[config.mk]
export PLATFORM = sky130hd
export DESIGN_NAME = multicycle_adder
export DESIGN_NICKNAME = d
export VERILOG_FILES = /design/src/rtl/multicycle_adder.sv
export SDC_FILE = /design/constraint.sdc
export NUM_CORES = 1
export LEC_CHECK = 0
export CELL_PAD_IN_SITES_DETAIL_PLACEMENT = 1
export CELL_PAD_IN_SITES_GLOBAL_PLACEMENT = 2
export CORE_MARGIN = 10
export CORE_UTILIZATION = 34
export CTS_CLUSTER_DIAMETER = 120
export DETAILED_ROUTE_END_ITERATION = 10
export PLACE_DENSITY = 0.85
export SYNTH_ARGS = -nofsm -noshare
export SYNTH_HDL_FRONTEND = slang
export SYNTH_SLANG_ARGS = --single-unit
export TNS_END_PERCENT = 30
[constraint.sdc]
create_clock -name clk -period 3.6 [get_ports clk]
set_input_delay 0.72 -clock clk [delete_from_list [all_inputs] [get_ports clk]]
set_output_delay 0.72 -clock clk [all_outputs]
set_load 0.03 [all_outputs]
[src/rtl/multicycle_adder.sv]
// Multicycle adder: adds WIDTH-bit operands CHUNK bits per cycle behind a valid/ready handshake.
// Optional subtract mode is enabled by defining MULTICYCLE_ADDER_SUB_EN.
`timescale 1ns/1ps

module multicycle_adder #(
  parameter int WIDTH = 16,
  parameter int CHUNK = 4
) (
  input  logic             clk,
  input  logic             reset,
  input  logic             in_valid,
  output logic             in_ready,
  input  logic [WIDTH-1:0] a,
  input  logic [WIDTH-1:0] b,
  input  logic             cin,
  input  logic             sub,
  output logic             out_valid,
  input  logic             out_ready,
  output logic [WIDTH-1:0] sum,
  output logic             carry,
  output logic             overflow
);

  localparam int STEPS = WIDTH / CHUNK;
  localparam int CNT_W = (STEPS > 1) ? $clog2(STEPS) : 1;
  localparam logic [CNT_W-1:0] LAST_STEP = CNT_W'(STEPS - 1);

  typedef enum logic [1:0] {
    IDLE = 2'd0,
    BUSY = 2'd1,
    DONE = 2'd2
  } state_t;

  state_t           state_r;
  state_t           state_s;
  logic             accept_s;
  logic             finish_s;
  logic             in_ready_r;
  logic             out_valid_r;
  logic [CNT_W-1:0] cnt_r;
  logic [WIDTH-1:0] a_r;
  logic [WIDTH-1:0] b_r;
  logic             run_carry_r;
  logic [WIDTH-1:0] sum_r;
  logic             carry_r;
  logic             overflow_r;
  logic [WIDTH-1:0] b_eff_s;
  logic             cin_eff_s;
  logic [CHUNK-1:0] a_slice_s;
  logic [CHUNK-1:0] b_slice_s;
  logic [CHUNK:0]   chunk_sum_s;
  logic             ovf_s;

  // Effective operands: inversion logic exists only when subtraction is built in
`ifdef MULTICYCLE_ADDER_SUB_EN
  always_comb begin
    b_eff_s   = b;
    cin_eff_s = cin;
    if (sub) begin
      b_eff_s   = ~b;
      cin_eff_s = 1'b1;
    end else begin
      b_eff_s   = b;
      cin_eff_s = cin;
    end
  end
`else
  logic unused_sub_s;
  assign unused_sub_s = sub;

  // Effective operands pass straight through in add-only builds
  always_comb begin
    b_eff_s   = b;
    cin_eff_s = cin;
  end
`endif

  // One CHUNK-wide slice add selected by the step counter, plus final overflow test
  always_comb begin
    a_slice_s   = a_r[int'(cnt_r)*CHUNK +: CHUNK];
    b_slice_s   = b_r[int'(cnt_r)*CHUNK +: CHUNK];
    chunk_sum_s = {1'b0, a_slice_s} + {1'b0, b_slice_s} + {{CHUNK{1'b0}}, run_carry_r};
    ovf_s       = (a_r[WIDTH-1] == b_r[WIDTH-1]) && (chunk_sum_s[CHUNK-1] != a_r[WIDTH-1]);
  end

  // Next-state logic and handshake strobes
  always_comb begin
    state_s  = state_r;
    accept_s = 1'b0;
    finish_s = 1'b0;
    case (state_r)
      IDLE: begin
        if (in_valid && in_ready_r) begin
          accept_s = 1'b1;
          state_s  = BUSY;
        end else begin
          state_s  = IDLE;
        end
      end
      BUSY: begin
        if (cnt_r == LAST_STEP) begin
          finish_s = 1'b1;
          state_s  = DONE;
        end else begin
          state_s  = BUSY;
        end
      end
      DONE: begin
        if (out_ready) begin
          state_s = IDLE;
        end else begin
          state_s = DONE;
        end
      end
      default: begin
        state_s = IDLE;
      end
    endcase
  end

  // State register with handshake flags registered from the next state
  always_ff @(posedge clk or posedge reset) begin
    if (reset) begin
      state_r     <= IDLE;
      in_ready_r  <= 1'b1;
      out_valid_r <= 1'b0;
    end else begin
      state_r     <= state_s;
      in_ready_r  <= (state_s == IDLE);
      out_valid_r <= (state_s == DONE);
    end
  end

  // Operand capture, slice-by-slice result accumulation and step counter
  always_ff @(posedge clk or posedge reset) begin
    if (reset) begin
      cnt_r       <= {CNT_W{1'b0}};
      a_r         <= {WIDTH{1'b0}};
      b_r         <= {WIDTH{1'b0}};
      run_carry_r <= 1'b0;
      sum_r       <= {WIDTH{1'b0}};
      carry_r     <= 1'b0;
      overflow_r  <= 1'b0;
    end else if (accept_s) begin
      cnt_r       <= {CNT_W{1'b0}};
      a_r         <= a;
      b_r         <= b_eff_s;
      run_carry_r <= cin_eff_s;
    end else if (state_r == BUSY) begin
      sum_r[int'(cnt_r)*CHUNK +: CHUNK] <= chunk_sum_s[CHUNK-1:0];
      run_carry_r <= chunk_sum_s[CHUNK];
      cnt_r       <= cnt_r + CNT_W'(1);
      if (finish_s) begin
        carry_r    <= chunk_sum_s[CHUNK];
        overflow_r <= ovf_s;
      end else begin
        carry_r    <= carry_r;
        overflow_r <= overflow_r;
      end
    end else begin
      cnt_r <= cnt_r;
    end
  end

  assign in_ready  = in_ready_r;
  assign out_valid = out_valid_r;
  assign sum       = sum_r;
  assign carry     = carry_r;
  assign overflow  = overflow_r;

endmodule

After elaboration in Yosys (flattened, before gate mapping)
Cells that the tools add are included.
{ "word_totals": {"ff_bits": 57, "word_cells": 45, "inputBits": 38, "out_inout_bits": 20} }
{ "classes": {"n_addsub": 4, "n_shift": 4, "n_eq_ne": 6, "muxes": 13, "bitwise_logic": 1, "reduce_logical": 7} }
{ "op_table": {"columns": ["op", "n"], "rows": [
  ["4-bit negation with 33-bit output", 1],
  ["4-bit by 33-bit variable shift with 16-bit output, first input constant", 1],
  ["4-bit by 33-bit variable part select with 16-bit output", 1],
  ["16-bit by 5-bit variable part select with 4-bit output", 2],
  ["16-bit bitwise mux", 1],
  ["2-bit two-way mux", 4],
  ["1-bit two-way mux", 7],
  ["2-bit equality test, second input constant", 3],
  ["2-bit case mux with 3 select lines", 1],
  ["4-bit by 4-bit adder with 5-bit output", 1],
  ["5-bit by 1-bit adder with 5-bit output", 1],
  ["2-bit zero test", 2],
  ["3-bit AND reduction", 1],
  ["2-bit by 1-bit adder with 2-bit output, second input constant", 1],
  ["2-bit by 1-bit equality test with 1-bit output, second input constant", 1],
  ["1-bit logical AND", 2],
  ["2-bit AND reduction", 1],
  ["2-bit nonzero test", 1],
  ["1-bit equality test", 1],
  ["1-bit != test", 1],
  ["1-bit inverter", 1]
]} }

Depth between registers and ports, before layout
Gate-level depths: netlist of the first run.
{ "depth": {"ltp_word": 5, "depth_mapped": 8} }

Least setup slack after synthesis of the first run
No wires, ideal clock.
{ "synth_timing": {"kind": "reg2reg", "startpoint": "register cnt_r[0]", "endpoint": "register overflow_r (netlist: overflow)", "synth_period_minus_slack_ns": 2.643, "setup_slack_ns": 0.957, "setup_ns": 0.088, "n_path_buf": 1, "path_stages_with_launch": 8, "t_arrival_ns": 2.555, "required_time_ns": 3.512, "cell_sequence": "dfrtp_1 -> buf_2 -> mux4_2 -> ha_1 -> a21oi_1 -> a21oi_1 -> or4_1 -> a41oi_1"} }
{ "synth_via": {"elab_chain_cells": 5, "elab_cells_between_ends": 10, "classes_between": "add/sub (2); eq/ne (2); shift (2); mux (2); reduce/logical (2)"} }
{ "synth_lines": {"columns": ["element", "line", "text"], "rows": [
  ["start, declared", "40", "logic [CNT_W-1:0] cnt_r;"],
  ["start signal, assigned", "137", "cnt_r <= {CNT_W{1'b0}};"],
  ["start signal, assigned", "145", "cnt_r <= {CNT_W{1'b0}};"],
  ["start signal, assigned", "152", "cnt_r <= cnt_r + CNT_W'(1);"],
  ["16-bit by 5-bit variable part select with 4-bit output, on equally long branches", "80, 81", null],
  ["4-bit by 4-bit adder with 5-bit output", "82", "chunk_sum_s = {1'b0, a_slice_s} + {1'b0, b_slice_s} + {{CHUNK{1'b0}}, run_carry_r};"],
  ["5-bit by 1-bit adder with 5-bit output", "82", null],
  ["1-bit != test", "83", "ovf_s = (a_r[WIDTH-1] == b_r[WIDTH-1]) && (chunk_sum_s[CHUNK-1] != a_r[WIDTH-1]);"],
  ["1-bit logical AND", "83", null],
  ["end signal, assigned", "155", "overflow_r <= ovf_s;"],
  ["end signal, assigned", "158", "overflow_r <= overflow_r;"],
  ["end, declared", "46", "logic overflow_r;"]
]} }
Several ways; a longest one is shown, not always the timed one.
A chain may end at the register's enable or synchronous reset.

Final worst setup path of the first run
{ "layout_timing": {"startpoint": "register cnt_r[0]", "endpoint": "register sum_r[6] (netlist: sum[6])"} }
{ "layout_via": {"elab_chain_cells": 5, "elab_cells_between_ends": 8, "classes_between": "add/sub (3); shift (4); mux (1)"} }
{ "layout_lines": {"columns": ["element", "line", "text"], "rows": [
  ["16-bit by 5-bit variable part select with 4-bit output, on equally long branches", "80, 81", null],
  ["4-bit by 4-bit adder with 5-bit output", "82", null],
  ["5-bit by 1-bit adder with 5-bit output", "82", null],
  ["4-bit by 33-bit variable part select with 16-bit output", "150", "sum_r[int'(cnt_r)*CHUNK +: CHUNK] <= chunk_sum_s[CHUNK-1:0];"],
  ["16-bit bitwise mux *", "150", null],
  ["end signal, assigned", "141", "sum_r <= {WIDTH{1'b0}};"],
  ["end signal, assigned by index", "150", null],
  ["end, declared", "44", "logic [WIDTH-1:0] sum_r;"]
]} }
Mark *: on every way between the ends. The rest lies on a longest branch, timed or not.

==> impl_metrics.py, run 1 <==
metrics = {
    "global_routing": {
        "grt_pass1_vias": 1935,
        "grt_max_degree": 37,
        "grt.total_usage_pct": 11.2,
        "grt_pass1_wl_um": 9880,
        "antenna_found_initial": 0,
        "gr-total-overflow": 0,
    },
    "die": {
        "core_region_area_um2": 7290,
        "start_util_pct": 35.2,
        "io_pins": 58,
        "die_y_um": 107,
        "num_rows": 31,
        "fp.dieW_um": 107,
        "die_area_um2": 11400,
    },
    "timing": {
        "period_needed_ns": 2.88,
        "rsz0062_at_grt": "false",
        "min_period_over_period_pct": 80.0,
        "finalHoldViolations": 0,
        "max_slew_margin_pct": 49.1,
        "fin_hold_ws_ns": 0.484,
        "setup_slack_ns": 0.721,
        "slew_viol_final": 0,
        "setup_viol": 0,
        "worst_pin_slew_ns": 0.762,
        "skew_ns": 0.00661,
        "timing.setup.tns_ns": 0,
        "max_freq_mhz": 347,
    },
    "placement": {
        "hpwl_um": 4490,
        "place_worst_setup_slack_ns": 0.664,
        "dp_cells": 328,
        "io_buffers": 56,
        "gp_congestion": 0.745,
        "dpl-instance-area_um2": 3250,
    },
    "critical_path": {
        "worstSetupStartpointType": "flip-flop",
        "arrival_ns": 3.16,
        "end_kind": "flip-flop",
        "cp_max_fo": 12,
        "cp.required_ns": 3.88,
        "critPathKind": "flip-flop to flip-flop",
    },
    "finish": {
        "multiInputGateArea_um2": 1100,
        "nNetsFinal": 289,
        "regArea_um2": 1430,
        "antenna_cells": 0,
        "syn2layout_area_growth_pct": 34.3,
        "final_area_um2": 3450,
        "num-fill-cells": 783,
        "fin_cells": 343,
        "drive_gt1_share_pct": 13.1,
    },
    "route": {
        "num_vias": 1676,
        "wl_met1_um": 2580,
        "via_per_inst": 4.89,
        "wl_met3_um": 379,
        "wl_met2_um": 2970,
        "dr.pass1.iters": 4,
        "routed_wl_um": 5990,
        "wl_per_cell_um": 17.5,
        "top_layer": "met4",
        "remaining_drc_errors": 0,
        "ant_nets": 0,
        "drt_iter0_drc": 33,
    },
    "yosys": {
        "synthTopCellsByCount": "dfrtp_1 (56), mux2_1 (32), a22o_1 (16), nand2_1 (10), ha_1 (9)",
        "synth.area.top_cells": "dfrtp_1 (55%), mux2_1 (14%), mux4_2 (7.0%)",
        "synth.avg_cell_area_um2": 14.6,
        "synthFlopType": "dfrtp_1",
        "synth_largest_area_cell": "dfrtp_1",
        "ys_ff_latch": 57,
        "async_flop_share_pct": 100,
        "syn_nets": 225,
        "synthMostInstantiatedCell": "dfrtp_1",
        "postSynthCellCount": 176,
        "post_synth_num_cell_types": 33,
        "synth_warnings": 0,
        "synth_edf_count": 0,
        "netlist_area_um2": 2570,
        "synth_top_area_share_pct": 54.6,
        "synth_seq_area_share_pct": 55.6,
    },
    "clocking": {
        "cts-root-buf": "clkbuf_8",
        "post-cts-setup-buffers": 0,
        "cts_buffer_depth": 2,
        "clk_pin_slew_ns": 0.07,
        "clkLatencyLatePin_ns": 0.34,
        "ctsResizeCount": 0,
        "cts_buffers": 9,
        "hold_buffers": 0,
        "h-tree-depth": 3,
        "cts_tree": "yes",
        "cts.sinks": 57,
    },
    "flow_run": {
        "drv_cap": 0,
    },
    "power_and_ir_drop": {
        "peakVddDrop_mv": 0.395,
        "p_leak_nw": 1.48,
        "power_density_nw_per_um2": 1010,
    },
    "outcome": {
        "status": "completed",
    },
    "hold_path": {
        "hp-class": "flip-flop to flip-flop",
    },
}
## kinds of logic (layout without fill, tap and decap cells)
| logic type | after synthesis | in the layout | share of synthesized area (%) |
|---|---|---|---|
| simple gates | 28 | 28 | 6.43 |
| mux | 40 | 40 | 21.0 |
| flops | 57 | 57 | 55.6 |
| buf+inv | 11 | 79 | 2.34 |
| xor+xnor | 1 | 1 | 0.341 |
| fa+ha+maj | 11 | 11 | 5.94 |
| compound gates | 28 | 28 | 8.33 |
## path summary, 6_finish.rpt
kind / start / endpoint / slack, ns / cells past startpoint
setup / recovery: cnt_r[0] / sum[6] / 0.72 / 5
max in group asynchronous: reset / in_ready / 2.01 / 3
setup reg to reg: cnt_r[0] / sum[6] / 0.72 / 5
hold reg to reg: a_r[12] / a_r[12] / 0.48 / 1
min in group asynchronous: reset / a_r[0] / 0.74 / 2
hold / removal: a_r[12] / a_r[12] / 0.48 / 1
## critical path: stages (launching register included)
cell and delay [ns]:
dfrtp_1 0.77, mux4_2 0.61, fa_1 0.44, fa_1 0.41, xor2_1 0.40, a22o_1 0.20
## power by group
group / internal (mW) / total (mW) / switching (mW)
Clock: 0.351 / 0.596 / 0.245
Combinational: 0.784 / 1.75 / 0.969
Sequential: 0.942 / 1.15 / 0.204
## layout by cell type, fill, tap and decap left out, drive strengths merged, types with 4 or more instances in the layout
| cell | synthesis | layout |
|---|---|---|
| a21oi | 4 | 4 |
| a22o | 16 | 16 |
| buf | 6 | 4 |
| clkbuf | 1 | 12 |
| clkdlybuf4s50 | 0 | 56 |
| dfrtp | 56 | 56 |
| ha | 9 | 9 |
| mux2 | 32 | 32 |
| mux4 | 8 | 8 |
| nand2 | 11 | 11 |
| nor2 | 6 | 6 |
## metrics by stage
step	power (mW)	utilization (%)
floorplan	2.32	-
global placement	2.89	44.6
detailed placement	2.95	44.6
CTS	3.57	47.3
global route	3.76	47.3
finish	3.49	47.3
## state kept, by name, indices dropped and copies added (netlist names), 2 cells and up
signal and count:
a_r 16, sum 16, cnt_r 2, b_r 16, state_r 2
## metal layers
metal	vias to the layer above	track usage [%]
li1	778	-
met1	846	12.5
met2	43	18.3
met3	9	5.45
met4	0	3.48
met5	-	0
## area by class of cell
type,instances,area share [%]
well taps,99,3.59
clock inverters,3,1.16
flip-flops and latches,57,41.4
repair buffers,60,17.1
clock buffers,12,4.50
multi-input cells,108,31.8
inverters,4,0.472
(Power assumes the default switching activity.)
==> inputs of run 2 (changes only) <==
==> constraint.sdc (replaced) <==
create_clock -name clk -period 2.65 [get_ports clk]
set_input_delay 0.53 -clock clk [delete_from_list [all_inputs] [get_ports clk]]
set_output_delay 0.53 -clock clk [all_outputs]
set_load 0.03 [all_outputs]
==> impl_metrics.py, run 2 (synthesis results as in run 1) <==
metrics = {
    "power_and_ir_drop": {
        "power_density_nw_per_um2": 1430,
        "p_comb_share_pct": 52.8,
        "internal_power_mw": 3.06,
        "p_sw_share_pct": 39.9,
        "clockPowerShare_pct": 17.3,
        "p_leak_nw": 1.52,
        "pwr-share-seq_pct": 29.8,
        "peakVddDrop_mv": 0.552,
        "switchingPower_mw": 2.03,
    },
    "clocking": {
        "cts_buffer_depth": 2,
        "clkLatencyLatePin_ns": 0.34,
        "clk_pin_slew_ns": 0.07,
        "cts.sinks": 57,
        "h-tree-depth": 3,
        "cts-root-buf": "clkbuf_8",
        "hold_buffers": 0,
        "cts_buffers": 9,
        "cts_tree": "yes",
    },
    "route": {
        "routed_wl_um": 6030,
        "ant_nets": 0,
        "dr.pass1.iters": 4,
        "drt_iter0_drc": 38,
        "num_vias": 1693,
        "remaining_drc_errors": 0,
        "via_per_inst": 4.85,
        "wl_per_cell_um": 17.3,
    },
    "global_routing": {
        "antenna_found_initial": 0,
        "gr-total-overflow": 0,
        "grt_pass1_vias": 1947,
        "grt.total_usage_pct": 11.3,
        "grt_pass1_wl_um": 10100,
        "grt_max_degree": 58,
    },
    "timing": {
        "rsz0062_at_grt": "true",
        "setup_slack_ns": 0.0989,
        "max_freq_mhz": 392,
        "min_period_over_period_pct": 96.3,
        "period_needed_ns": 2.55,
        "max_slew_margin_pct": 64.2,
        "setup_viol": 0,
        "worst_pin_slew_ns": 0.535,
        "skew_ns": 0.00784,
        "slew_viol_final": 0,
        "finalHoldViolations": 0,
        "fin_hold_ws_ns": 0.480,
    },
    "finish": {
        "final_common_cell": "clkdlybuf4s50_1",
        "syn2layout_area_growth_pct": 38.3,
        "regArea_um2": 1430,
        "num-fill-cells": 763,
        "multiInputGateArea_um2": 1110,
        "antenna_cells": 0,
        "nNetsFinal": 294,
        "fin_util_pct": 48.7,
        "drive_gt1_share_pct": 16.0,
        "layout_common_cells": "clkdlybuf4s50_1 (56), dfrtp_1 (55), mux2_1 (32)",
        "final_area_um2": 3550,
    },
    "placement": {
        "hpwl_um": 4510,
        "dpl-instance-area_um2": 3330,
        "io_buffers": 56,
        "place_worst_setup_slack_ns": 0.0914,
        "gp_congestion": 0.745,
    },
    "critical_path": {
        "arrival_ns": 2.83,
        "reg2reg_from": "cnt_r[0]",
        "crit_start": "cnt_r[0]",
        "r2r_slack_ns": 0.1,
        "end_kind": "flip-flop",
        "worstSetupStartpointType": "flip-flop",
        "cp_max_fo": 4,
        "cp.required_ns": 2.93,
        "critPathKind": "flip-flop to flip-flop",
    },
    "outcome": {
        "status": "completed",
    },
    "hold_path": {
        "hp-start": "b_r[4]",
        "hp-class": "flip-flop to flip-flop",
    },
    "flow_run": {
        "drv_cap": 0,
    },
    "die": {
        "num_rows": 31,
        "die_y_um": 107,
        "fp.dieW_um": 107,
        "io_pins": 58,
        "core_region_area_um2": 7290,
        "start_util_pct": 35.2,
        "die_area_um2": 11400,
    },
}
-- run 2: cell types whose count changed in the layout (fill, tap and decap cells not counted), sizes merged --
cell / previous run / this run
clkinv: 3 / 4
clkbuf: 12 / 10
clkinvlp: 0 / 1
buf: 4 / 9
bufinv: 1 / 2
-- run 2: final cells by class --
class | instances | area share (%)
clock inverters | 6 | 2.32
clock buffers | 10 | 3.59
well taps | 99 | 3.49
repair buffers | 65 | 18.7
multi-input cells | 108 | 31.2
flip-flops and latches | 57 | 40.2
inverters | 4 | 0.458
-- run 2: worst max-delay path, stage by stage (launching register included) --
cell,delay [ns]
dfrtp_2,0.42
mux4_2,0.53
fa_1,0.44
fa_1,0.42
xor2_1,0.46
a22o_1,0.21
-- run 2: routing by layer --
metal	GRT usage [%]	vias to the layer above	share of wire (%)
met1	13.4	855	46
met4	4.84	0	1.8
met5	0	-	0
met3	4.79	10	5.1
li1	-	788	-
met2	17.7	40	48
-- run 2: power by group through the flow --
stage,clock network (mW),registers (mW),logic (mW)
floorplan,0,1.69,1.46
global placement,0,1.52,2.58
detailed placement,0,1.54,2.64
CTS,0.907,1.53,2.66
global route,0.946,1.59,2.95
finish,0.881,1.52,2.69
-- run 2: what timing repair did --
item / 4_1_cts / 5_1_grt
gates resized for setup: 0 / 2
setup buffers: 0 / 0
endpoints found under the setup margin: 0 / 5
-- run 2: path summary, 6_finish.rpt --
| kind | endpoint | depth (start not counted) |
|---|---|---|
| max in group asynchronous | in_ready | 3 |
| min reg2reg | b_r[4] | 1 |
| max reg2reg | sum[6] | 5 |
| max | sum[6] | 5 |
| min in group asynchronous | sum[15] | 3 |
| min | b_r[4] | 1 |
-- run 2: per-stage QoR --
step | TNS, ns | std cells | power, mW
6_report | 0 | 349 | 5.09
5_1_grt | -0.108 | 349 | 5.49
4_1_cts | 0 | 349 | 5.09
3_5_place_dp | 0 | 333 | 4.18
3_3_place_gp | 0 | 333 | 4.10
2_1_floorplan | 0 | 176 | 3.15
